### config.mk
export PLATFORM = sky130hd
export DESIGN_NAME = threshold_pack_buffer
export DESIGN_NICKNAME = d
export VERILOG_FILES = /design/src/rtl/threshold_pack_buffer.sv
export SDC_FILE = /design/constraint.sdc
export NUM_CORES = 1
export LEC_CHECK = 0
export ABC_AREA = 1
export ABC_CLOCK_PERIOD_IN_PS = 7100
export BUFFER_PORTS_ARGS = -buffer_cell sky130_fd_sc_hd__buf_2
export CELL_PAD_IN_SITES_DETAIL_PLACEMENT = 1
export CELL_PAD_IN_SITES_GLOBAL_PLACEMENT = 2
export CORE_ASPECT_RATIO = 0.8
export CORE_MARGIN = 2
export CORE_UTILIZATION = 25
export DETAILED_ROUTE_END_ITERATION = 8
export GPL_TIMING_DRIVEN = 0
export PLACE_DENSITY = 0.61
export SYNTH_ARGS = -nofsm -noshare
export SYNTH_HDL_FRONTEND = slang
export SYNTH_SLANG_ARGS = --single-unit
export TNS_END_PERCENT = 30
### constraint.sdc
create_clock -name clk_i -period 7.1 [get_ports clk_i]
set_input_delay 0.355 -clock clk_i [delete_from_list [all_inputs] [get_ports clk_i]]
set_output_delay 0.355 -clock clk_i [all_outputs]
set_load 0.01 [all_outputs]
### src/rtl/threshold_pack_buffer.sv
// threshold_pack_buffer
//   Collects encoded ternary bytes from the compress stage and packs them
//   little-endian into words. Lane k of a word holds the k-th byte accepted
//   into that word. Completed words go into a small in-order FIFO and are
//   offered downstream over a valid/ready handshake. A flush closes a partial
//   word early; its byte-enable mask marks the filled lanes, and unused lanes
//   read 0.
//
// Ports
//   clk_i        clock
//   rst_ni       asynchronous reset, active-low
//   clear_i      synchronous clear of all state (aborts the current layer)
//   in_valid_i   encoded byte valid
//   in_ready_o   byte accepted when in_valid_i && in_ready_o
//   in_data_i    encoded ternary byte
//   flush_i      close the current partial word (single-cycle pulse)
//   out_valid_o  FIFO head valid
//   out_ready_i  consumer takes the head when out_valid_o && out_ready_i
//   out_data_o   packed word (zero while out_valid_o = 0)
//   out_be_o     byte enables, contiguous from lane 0 (zero while invalid)
//   out_last_o   word was closed by a flush (zero while invalid)
module threshold_pack_buffer #(
    parameter int BYTES_PER_WORD = 4,
    parameter int FIFO_DEPTH     = 2
) (
    input  logic                        clk_i,
    input  logic                        rst_ni,
    input  logic                        clear_i,
    input  logic                        in_valid_i,
    output logic                        in_ready_o,
    input  logic [7:0]                  in_data_i,
    input  logic                        flush_i,
    output logic                        out_valid_o,
    input  logic                        out_ready_i,
    output logic [8*BYTES_PER_WORD-1:0] out_data_o,
    output logic [BYTES_PER_WORD-1:0]   out_be_o,
    output logic                        out_last_o
);

    localparam int W  = 8 * BYTES_PER_WORD;
    localparam int CW = (BYTES_PER_WORD > 1) ? $clog2(BYTES_PER_WORD) : 1;
    localparam int PW = (FIFO_DEPTH > 1) ? $clog2(FIFO_DEPTH) : 1;
    localparam int NW = $clog2(FIFO_DEPTH + 1);

    typedef enum logic {RUN, FLUSH_WAIT} state_t;

    state_t                    state;
    logic [CW-1:0]             cnt_q;
    logic [W-1:0]              asm_q;

    logic [W-1:0]              mem_data [FIFO_DEPTH];
    logic [BYTES_PER_WORD-1:0] mem_be   [FIFO_DEPTH];
    logic                      mem_last [FIFO_DEPTH];
    logic [PW-1:0]             rd_ptr;
    logic [PW-1:0]             wr_ptr;
    logic [NW-1:0]             fill;

    logic                      fifo_full;
    logic                      cnt_last;
    logic                      accept;
    logic                      pop;

    logic                      push;
    logic [W-1:0]              push_data;
    logic [BYTES_PER_WORD-1:0] push_be;
    logic                      push_last;
    logic [W-1:0]              asm_ins;
    int                        filled;
    state_t                    nxt_state;
    logic [CW-1:0]             nxt_cnt;
    logic [W-1:0]              nxt_asm;

    // Lanes 0..n-1 enabled; n == BYTES_PER_WORD gives all ones.
    function automatic logic [BYTES_PER_WORD-1:0] lane_mask(input int n);
        logic [BYTES_PER_WORD-1:0] m;
        for (int k = 0; k < BYTES_PER_WORD; k++) begin
            m[k] = (k < n);
        end
        return m;
    endfunction

    function automatic logic [PW-1:0] ptr_inc(input logic [PW-1:0] p);
        return (p == PW'(FIFO_DEPTH - 1)) ? '0 : p + PW'(1);
    endfunction

    assign fifo_full   = (fill == NW'(FIFO_DEPTH));
    assign cnt_last    = (cnt_q == CW'(BYTES_PER_WORD - 1));
    // Depends only on registered state, so out_ready_i never reaches in_ready_o
    // and a same-cycle pop cannot make room for a push.
    assign in_ready_o  = (state == RUN) && (!cnt_last || !fifo_full);
    assign accept      = in_valid_i && in_ready_o;
    assign out_valid_o = (fill != '0);
    assign pop         = out_valid_o && out_ready_i;

    assign out_data_o  = out_valid_o ? mem_data[rd_ptr] : '0;
    assign out_be_o    = out_valid_o ? mem_be[rd_ptr]   : '0;
    assign out_last_o  = out_valid_o ? mem_last[rd_ptr] : 1'b0;

    always_comb begin
        asm_ins = asm_q;
        for (int k = 0; k < BYTES_PER_WORD; k++) begin
            if (accept && (cnt_q == CW'(k))) asm_ins[8*k +: 8] = in_data_i;
        end
        // Lanes holding data once this cycle's byte (if any) is included.
        filled    = int'(cnt_q) + (accept ? 1 : 0);
        push      = 1'b0;
        push_data = asm_ins;
        push_be   = lane_mask(filled);
        push_last = 1'b0;
        nxt_state = state;
        nxt_cnt   = cnt_q;
        nxt_asm   = asm_q;
        case (state)
            RUN: begin
                if (accept && cnt_last) begin
                    // Word completed; a flush in the same cycle only marks it last.
                    push      = 1'b1;
                    push_last = flush_i;
                    nxt_cnt   = '0;
                    nxt_asm   = '0;
                end else if (flush_i && (filled != 0)) begin
                    if (!fifo_full) begin
                        push      = 1'b1;
                        push_last = 1'b1;
                        nxt_cnt   = '0;
                        nxt_asm   = '0;
                    end else begin
                        // Hold the partial word (incl. this cycle's byte) until space frees.
                        nxt_state = FLUSH_WAIT;
                        nxt_cnt   = accept ? cnt_q + CW'(1) : cnt_q;
                        nxt_asm   = asm_ins;
                    end
                end else if (accept) begin
                    nxt_cnt = cnt_q + CW'(1);
                    nxt_asm = asm_ins;
                end
            end
            FLUSH_WAIT: begin
                push_last = 1'b1;
                if (!fifo_full) begin
                    push      = 1'b1;
                    nxt_cnt   = '0;
                    nxt_asm   = '0;
                    nxt_state = RUN;
                end
            end
            default: nxt_state = RUN;
        endcase
    end

    always_ff @(posedge clk_i or negedge rst_ni) begin
        if (!rst_ni) begin
            state  <= RUN;
            cnt_q  <= '0;
            asm_q  <= '0;
            rd_ptr <= '0;
            wr_ptr <= '0;
            fill   <= '0;
            for (int i = 0; i < FIFO_DEPTH; i++) begin
                mem_data[i] <= '0;
                mem_be[i]   <= '0;
                mem_last[i] <= 1'b0;
            end
        end else if (clear_i) begin
            state  <= RUN;
            cnt_q  <= '0;
            asm_q  <= '0;
            rd_ptr <= '0;
            wr_ptr <= '0;
            fill   <= '0;
        end else begin
            state <= nxt_state;
            cnt_q <= nxt_cnt;
            asm_q <= nxt_asm;
            if (push) begin
                mem_data[wr_ptr] <= push_data;
                mem_be[wr_ptr]   <= push_be;
                mem_last[wr_ptr] <= push_last;
                wr_ptr           <= ptr_inc(wr_ptr);
            end
            if (pop) rd_ptr <= ptr_inc(rd_ptr);
            fill <= fill + NW'(push) - NW'(pop);
        end
    end

endmodule

# [Word-level counts from Yosys, hierarchy flattened]
# Index checks and enable logic that the tools add are counted.
[op_classes] addsub=6 magnitude_cmp=7 eq_ne=6 muxes=58 n_bitwise=4 n_reduce_logical=19
[ops] op="$mux W32" count=11
[ops] op="$bwmux W64" count=1
[ops] op="$pmux W32 S2" count=1
[ops] op="$demux W32 S1" count=1
[ops] op="$mux W8" count=4
[ops] op="$reduce_bool A32 Y1" count=1
[ops] op="$mux W1" count=20
[ops] op="$mux W4" count=5
[ops] op="$mux W2" count=7
[ops] op="$logic_and A1 B1 Y1" count=9
[ops] op="$bwmux W8" count=1
[ops] op="$eq A2 B2 Y1 const B" count=3
[ops] op="$lt A1 B3 Y1 const A" count=2
[ops] op="$lt A2 B3 Y1 const A" count=2
[ops] op="$pmux W1 S2" count=3
[ops] op="$reduce_bool A2 Y1" count=3
[ops] op="$ne A5 B3 Y1 const B" count=1
[ops] op="$demux W4 S1" count=1
[ops] op="$ge A2 B2 Y1 const B" count=2
[ops] op="$not A1 Y2" count=2
[ops] op="$pmux W2 S2" count=1
[ops] op="$reduce_and A2 Y1" count=2
[ops] op="$add A2 B1 Y3" count=1
[ops] op="$ne A3 B3 Y1 const B" count=1
[ops] op="other kinds (12)" count=15
[totals] reg_bits=113 inputBits=14 output_inout_bits=39 wordCells=112

# [Longest topological paths before layout]
[logic_depth] word_depth=15 depth_mapped=17 mapped_depth_nobuf=17

# [Worst setup path after synthesis]
# Ideal clock, no wire load.
[synth_timing] kind="register to register" startpoint="register cnt_q[0]" endpoint="register fill[1]" setup_time_ps=118 arrival_ps=2521 required_time_ps=6982 path_slack_ps=4460 stages_incl_launch_ff=18 path_buffers=0 synth_period_minus_slack_ps=2640 cell_sequence="dfrtp_1 ha_1 nand3_1 nand3_1 inv_1 ha_1 inv_1 ha_1 nor2_1 nand2_1 nand3_1 nand3_4 nand2_1 ha_1 inv_1 ha_1 xor2_1 nor2_1"
[synth_via] elab_chain_cells=15 word_cells_on_any_way=16 cone_classes="add/sub: 3; eq/ne: 1; mux: 5; reduce/logical: 7"
[synth_lines] element="from (decl)" line="48" text="logic [CW-1:0] cnt_q;"
[synth_lines] element="from (signal assigned)" line="173" text="cnt_q <= nxt_cnt;"
[synth_lines] element="$eq A2 B2 Y1" line="87" text="assign cnt_last = (cnt_q == CW'(BYTES_PER_WORD - 1));"
[synth_lines] element="$logic_not A1 Y1" line="90" text="assign in_ready_o = (state == RUN) && (!cnt_last || !fifo_full);"
[synth_lines] element="$logic_or A1 B1 Y1" line="90"
[synth_lines] element="$logic_and A1 B1 Y1" line="90"
[synth_lines] element="$logic_and A1 B1 Y1" line="91" text="assign accept = in_valid_i && in_ready_o;"
[synth_lines] element="$mux W1" line="105" text="filled = int'(cnt_q) + (accept ? 1 : 0);"
[synth_lines] element="$add A2 B1 Y3" line="105"
[synth_lines] element="$reduce_bool A32 Y1" line="121" text="end else if (flush_i && (filled != 0)) begin"
[synth_lines] element="$logic_and A1 B1 Y1" line="121"
[synth_lines] element="$mux W1" line="121"
[synth_lines] element="$mux W1 *" line="115" text="if (accept && cnt_last) begin"
[synth_lines] element="$pmux W1 S2 *" line="113" text="case (state)"
[synth_lines] element="$add A2 B1 Y2 *" line="182" text="fill <= fill + NW'(push) - NW'(pop);"
[synth_lines] element="$sub A2 B1 Y2 *" line="182"
[synth_lines] element="$mux W2 *" line="164" text="end else if (clear_i) begin"
[synth_lines] element="to (signal assigned)" line="182"
[synth_lines] element="to (decl)" line="56" text="logic [NW-1:0] fill;"
# Every way passes the cells marked *; elsewhere a longest branch is shown, timed or not.
# A chain may end at the register's enable or synchronous reset.

# [Worst setup path in the final report]
# Same ends and word-level chain as after synthesis.

==> results.yml <==
floorplanning:
  floorplan_die_area_mm2: 0.0239
  die_span_in_x_um: 172
  die_h_um: 139
  count_of_pins_on_the_block_boundary: 53
  rows: 49
  core_area_mm2: 0.0224
  initial_utilization_pct: 25.3
drt:
  drt_first_pass_iters: 4
  via_count: 5126
  routed_wl_um: 19900
  drtAntennaViolNets: 0
  via_per_inst: 4.58
  drt-wirelength-per-cell_um: 17.8
  drt_iter0_drc: 307
  detail_route.drc_violations: 0
setup_path:
  worstPathArrival_ns: 3.29
  timing.critical_path.mode_cell: "sky130_fd_sc_hd__ha_1"
  worst_path_dominant_cell_family: "adder cells"
  critical_path_end: "fill[1]"
  required_time_of_the_worst_setup_path_ns: 7.41
  startpoint_type: "register"
  regToRegStartpoint: "cnt_q[0]"
  crit_path_start: "cnt_q[0]"
  critical_path.cell_chain: "ha_1 > nand3_1 > nand3_1 > inv_1 > ha_1 > inv_1 > ha_1 > nor2_1 > nand2_1 > nand3_1 > nand3_4 > nand2_1 > ha_1 > inv_1 > ha_1 > xor2_1 > nor2_1"
  critPathSlowestCell: "sky130_fd_sc_hd__dfrtp_1"
  rr_endpoint: "fill[1]"
  end_kind: "register"
  critical_path_class: "reg2reg"
  critPathBufInv: 3
  r2r_slack_ns: 4.11
  critical_path_peak_fanout: 6
  number_of_cells_on_the_critical_path: 17
  timing.reg2reg.worst_path_depth: 17
  cpPeakStageDelay_ns: 0.43
global_routing:
  grt-ovfl-total: 0
  met3_usage_pct: 3.71
  gr-usage-met1_pct: 25.7
  global_route.usage.total_pct: 17.6
  grt_max_degree: 93
  met2_usage_pct: 26.0
  grt_pass1_vias: 5329
  grt_antenna_before_repair: 0
  grt_first_pass_wirelength_um: 31200
  grt.busiest_layer: "met2"
placed_design:
  io_buffer_count: 52
  dp.final_hpwl_um: 14300
  place.gp.congestion: 0.756
  dp_cells: 1088
flow_run:
  maxCapViolations: 0
finish:
  register_cell_area_after_layout_mm2: 0.00283
  multiInputGateArea_mm2: 0.00233
  instances_no_fill: 1120
  finish.net_count: 825
  area_delta_synth_final_pct: 22.1
  diodes: 0
  final_core_util_pct: 30.9
  drive_above_1_share_pct: 14.7
  nFillCells: 2714
timing:
  slew_viol_final: 0
  clock-skew-final_ns: 0.00944
  timing.hold.ws_ns: 0.207
  final_period_minus_worst_setup_slack_ns: 2.99
  setup_total_negative_slack_ns: 0
  transition_time_of_the_tightest_slew_check_pin_ns: 0.704
  grt_setup_unrepaired: "false"
  max-slew-margin-rel_pct: 52.6
  setup_viol: 0
  maxClockFrequency_ghz: 0.335
  final-hold-violation-count: 0
  timing.final.crit_share_pct: 42.0
yosys:
  yosys_reg_bits: 113
  netlist.area_leader.share_pct: 50.0
  syn-num-nets: 752
  post_synth.cell_area_avg_um2: 7.76
  synth_sequential_area_ratio_pct: 50.0
  synth_top_cell_by_area: "sky130_fd_sc_hd__dfrtp_1"
  dominant_cells_by_area_after_synthesis: "sky130_fd_sc_hd__dfrtp_1 50%, sky130_fd_sc_hd__nand2_1 18%, sky130_fd_sc_hd__o21ai_0 9.1%, sky130_fd_sc_hd__inv_1 3.9%, sky130_fd_sc_hd__a21oi_1 3.4%"
  syn_inst: 729
  mappedNetlistArea_mm2: 0.00566
  yosysWarnings: 0
  synth.lib_cells_used.distinct: 25
cts:
  h-tree-depth: 4
  ctsLongestPathBuffers: 2
  clkTransAtPathRegs_ns: 0.05
  worstSkewPairLatency_ns: 0.43
  cts.root.buffer_cell: "sky130_fd_sc_hd__clkbuf_16"
  postCtsSetupRepairBufs: 0
  clock_tree_from_tritoncts: "yes"
  cts-buffers-inserted: 17
  clock-sinks: 113
hold_path:
  worst_hold_path_type: "in2reg"
run_status:
  outcome: "finished, final reports clean"
pwr:
  vdd_drop_max_uv: 122
  leakage_nw: 3.34
  powerDensity_mw_per_mm2: 346
metal layers:
layer	wire length [um]	up-vias
li1	-	2475
met1	10300	2542
met2	8610	88
met3	725	21
met4	323	0
met5	0	-
final cells by class:
class | count | share of cell area, %
Buffer | 43 | 3.82
Clock buffer | 19 | 6.55
Clock inverter | 12 | 1.59
Inverter | 63 | 3.46
Multi-Input combinational cell | 510 | 33.7
Sequential cell | 113 | 40.9
Tap cell | 306 | 5.54
Timing Repair Buffer | 54 | 4.40
state kept, by name, summed over array words and instances (netlist names), 2 cells and up:
| signal | flops |
|---|---|
| asm_q | 32 |
| mem_data | 64 |
| fill | 2 |
| mem_last | 2 |
| mem_be | 8 |
| cnt_q | 2 |
cell usage after synthesis:
master                       n
sky130_fd_sc_hd__a21oi_1    39
sky130_fd_sc_hd__and3_1      1
sky130_fd_sc_hd__buf_1       1
sky130_fd_sc_hd__buf_2      10
sky130_fd_sc_hd__buf_4       6
sky130_fd_sc_hd__buf_6       9
sky130_fd_sc_hd__clkbuf_1   17
sky130_fd_sc_hd__dfrtp_1   113
sky130_fd_sc_hd__ha_1        9
sky130_fd_sc_hd__inv_1      59
sky130_fd_sc_hd__inv_2       3
sky130_fd_sc_hd__inv_4       1
sky130_fd_sc_hd__nand2_1   270
sky130_fd_sc_hd__nand3_1    29
sky130_fd_sc_hd__nand3_2     2
sky130_fd_sc_hd__nand3_4     1
sky130_fd_sc_hd__nand4_1     5
sky130_fd_sc_hd__nand4_4     1
sky130_fd_sc_hd__nor2_1     16
sky130_fd_sc_hd__nor2_2      1
sky130_fd_sc_hd__nor2_4      2
sky130_fd_sc_hd__o21ai_0   103
sky130_fd_sc_hd__o21ai_1    29
sky130_fd_sc_hd__xnor2_1     1
sky130_fd_sc_hd__xor2_1      1
stage by stage:
stage	worst slack, ns	area, um2	total power, mW
3_5_place_dp	4.09	6340	1.59
3_3_place_gp	4.12	6300	1.56
4_1_cts	4.08	6910	2.42
5_1_grt	3.76	6910	2.56
6_report	4.11	6910	2.39
2_1_floorplan	4.46	5660	1.30
what timing repair did:
item / CTS / global route
hold buffers: 1 / 0
hold endpoints to repair: 21 / 0
resized for setup: 0 / 0
worst min path at each step:
stage | from | end | depth (start not counted)
4_1_cts | clear_i | fill[0] | 2
3_5_place_dp | rst_ni | fill[0] | 1
5_1_grt | clear_i | fill[1] | 2
3_3_place_gp | mem_be[2] | mem_be[2] | 2
2_1_floorplan | rst_ni | asm_q[0] | 0
6_report | clear_i | fill[0] | 2
cells in the final DEF (no fill, tap or decap):
master                          instances
sky130_fd_sc_hd__clkbuf_8               2
sky130_fd_sc_hd__buf_16                 1
sky130_fd_sc_hd__o21ai_1               29
sky130_fd_sc_hd__buf_1                  1
sky130_fd_sc_hd__inv_2                  3
sky130_fd_sc_hd__and3_1                 1
sky130_fd_sc_hd__nand4_1                5
sky130_fd_sc_hd__nor2_4                 2
sky130_fd_sc_hd__ha_1                   9
sky130_fd_sc_hd__nand4_4                1
sky130_fd_sc_hd__nand3_4                1
sky130_fd_sc_hd__inv_4                  1
sky130_fd_sc_hd__xor2_1                 1
sky130_fd_sc_hd__buf_4                  6
sky130_fd_sc_hd__nand3_2                2
sky130_fd_sc_hd__clkbuf_1              17
sky130_fd_sc_hd__buf_6                 10
sky130_fd_sc_hd__nand2_1              270
sky130_fd_sc_hd__clkinv_4               2
sky130_fd_sc_hd__a21oi_1               39
sky130_fd_sc_hd__inv_1                 59
sky130_fd_sc_hd__inv_6                  2
sky130_fd_sc_hd__xnor2_1                1
sky130_fd_sc_hd__dlygate4sd3_1          1
sky130_fd_sc_hd__clkinv_2               3
sky130_fd_sc_hd__buf_2                 61
sky130_fd_sc_hd__o21ai_0              103
sky130_fd_sc_hd__nor2_2                 1
sky130_fd_sc_hd__clkbuf_16             17
sky130_fd_sc_hd__bufinv_16              1
sky130_fd_sc_hd__dfrtp_1              113
sky130_fd_sc_hd__nor2_1                16
sky130_fd_sc_hd__clkinvlp_4             4
sky130_fd_sc_hd__nand3_1               29
where the power goes:
group	switching, mW	internal, mW	total, mW
logic	0.472	0.213	0.685
clock network	0.329	0.498	0.827
registers	0.0874	0.790	0.878
cells by family after synthesis:
kind of cell / Yosys count / synth area share [%]
AO/OA/AOI/OAI: 171 / 15.1
XOR/XNOR: 2 / 0.310
adder cells (fa/ha/maj): 9 / 1.99
buffers and inverters: 106 / 8.89
flip-flops: 113 / 50.0
AND/OR/NAND/NOR: 328 / 23.7
Note: power is estimated with default switching activity, not from simulation.
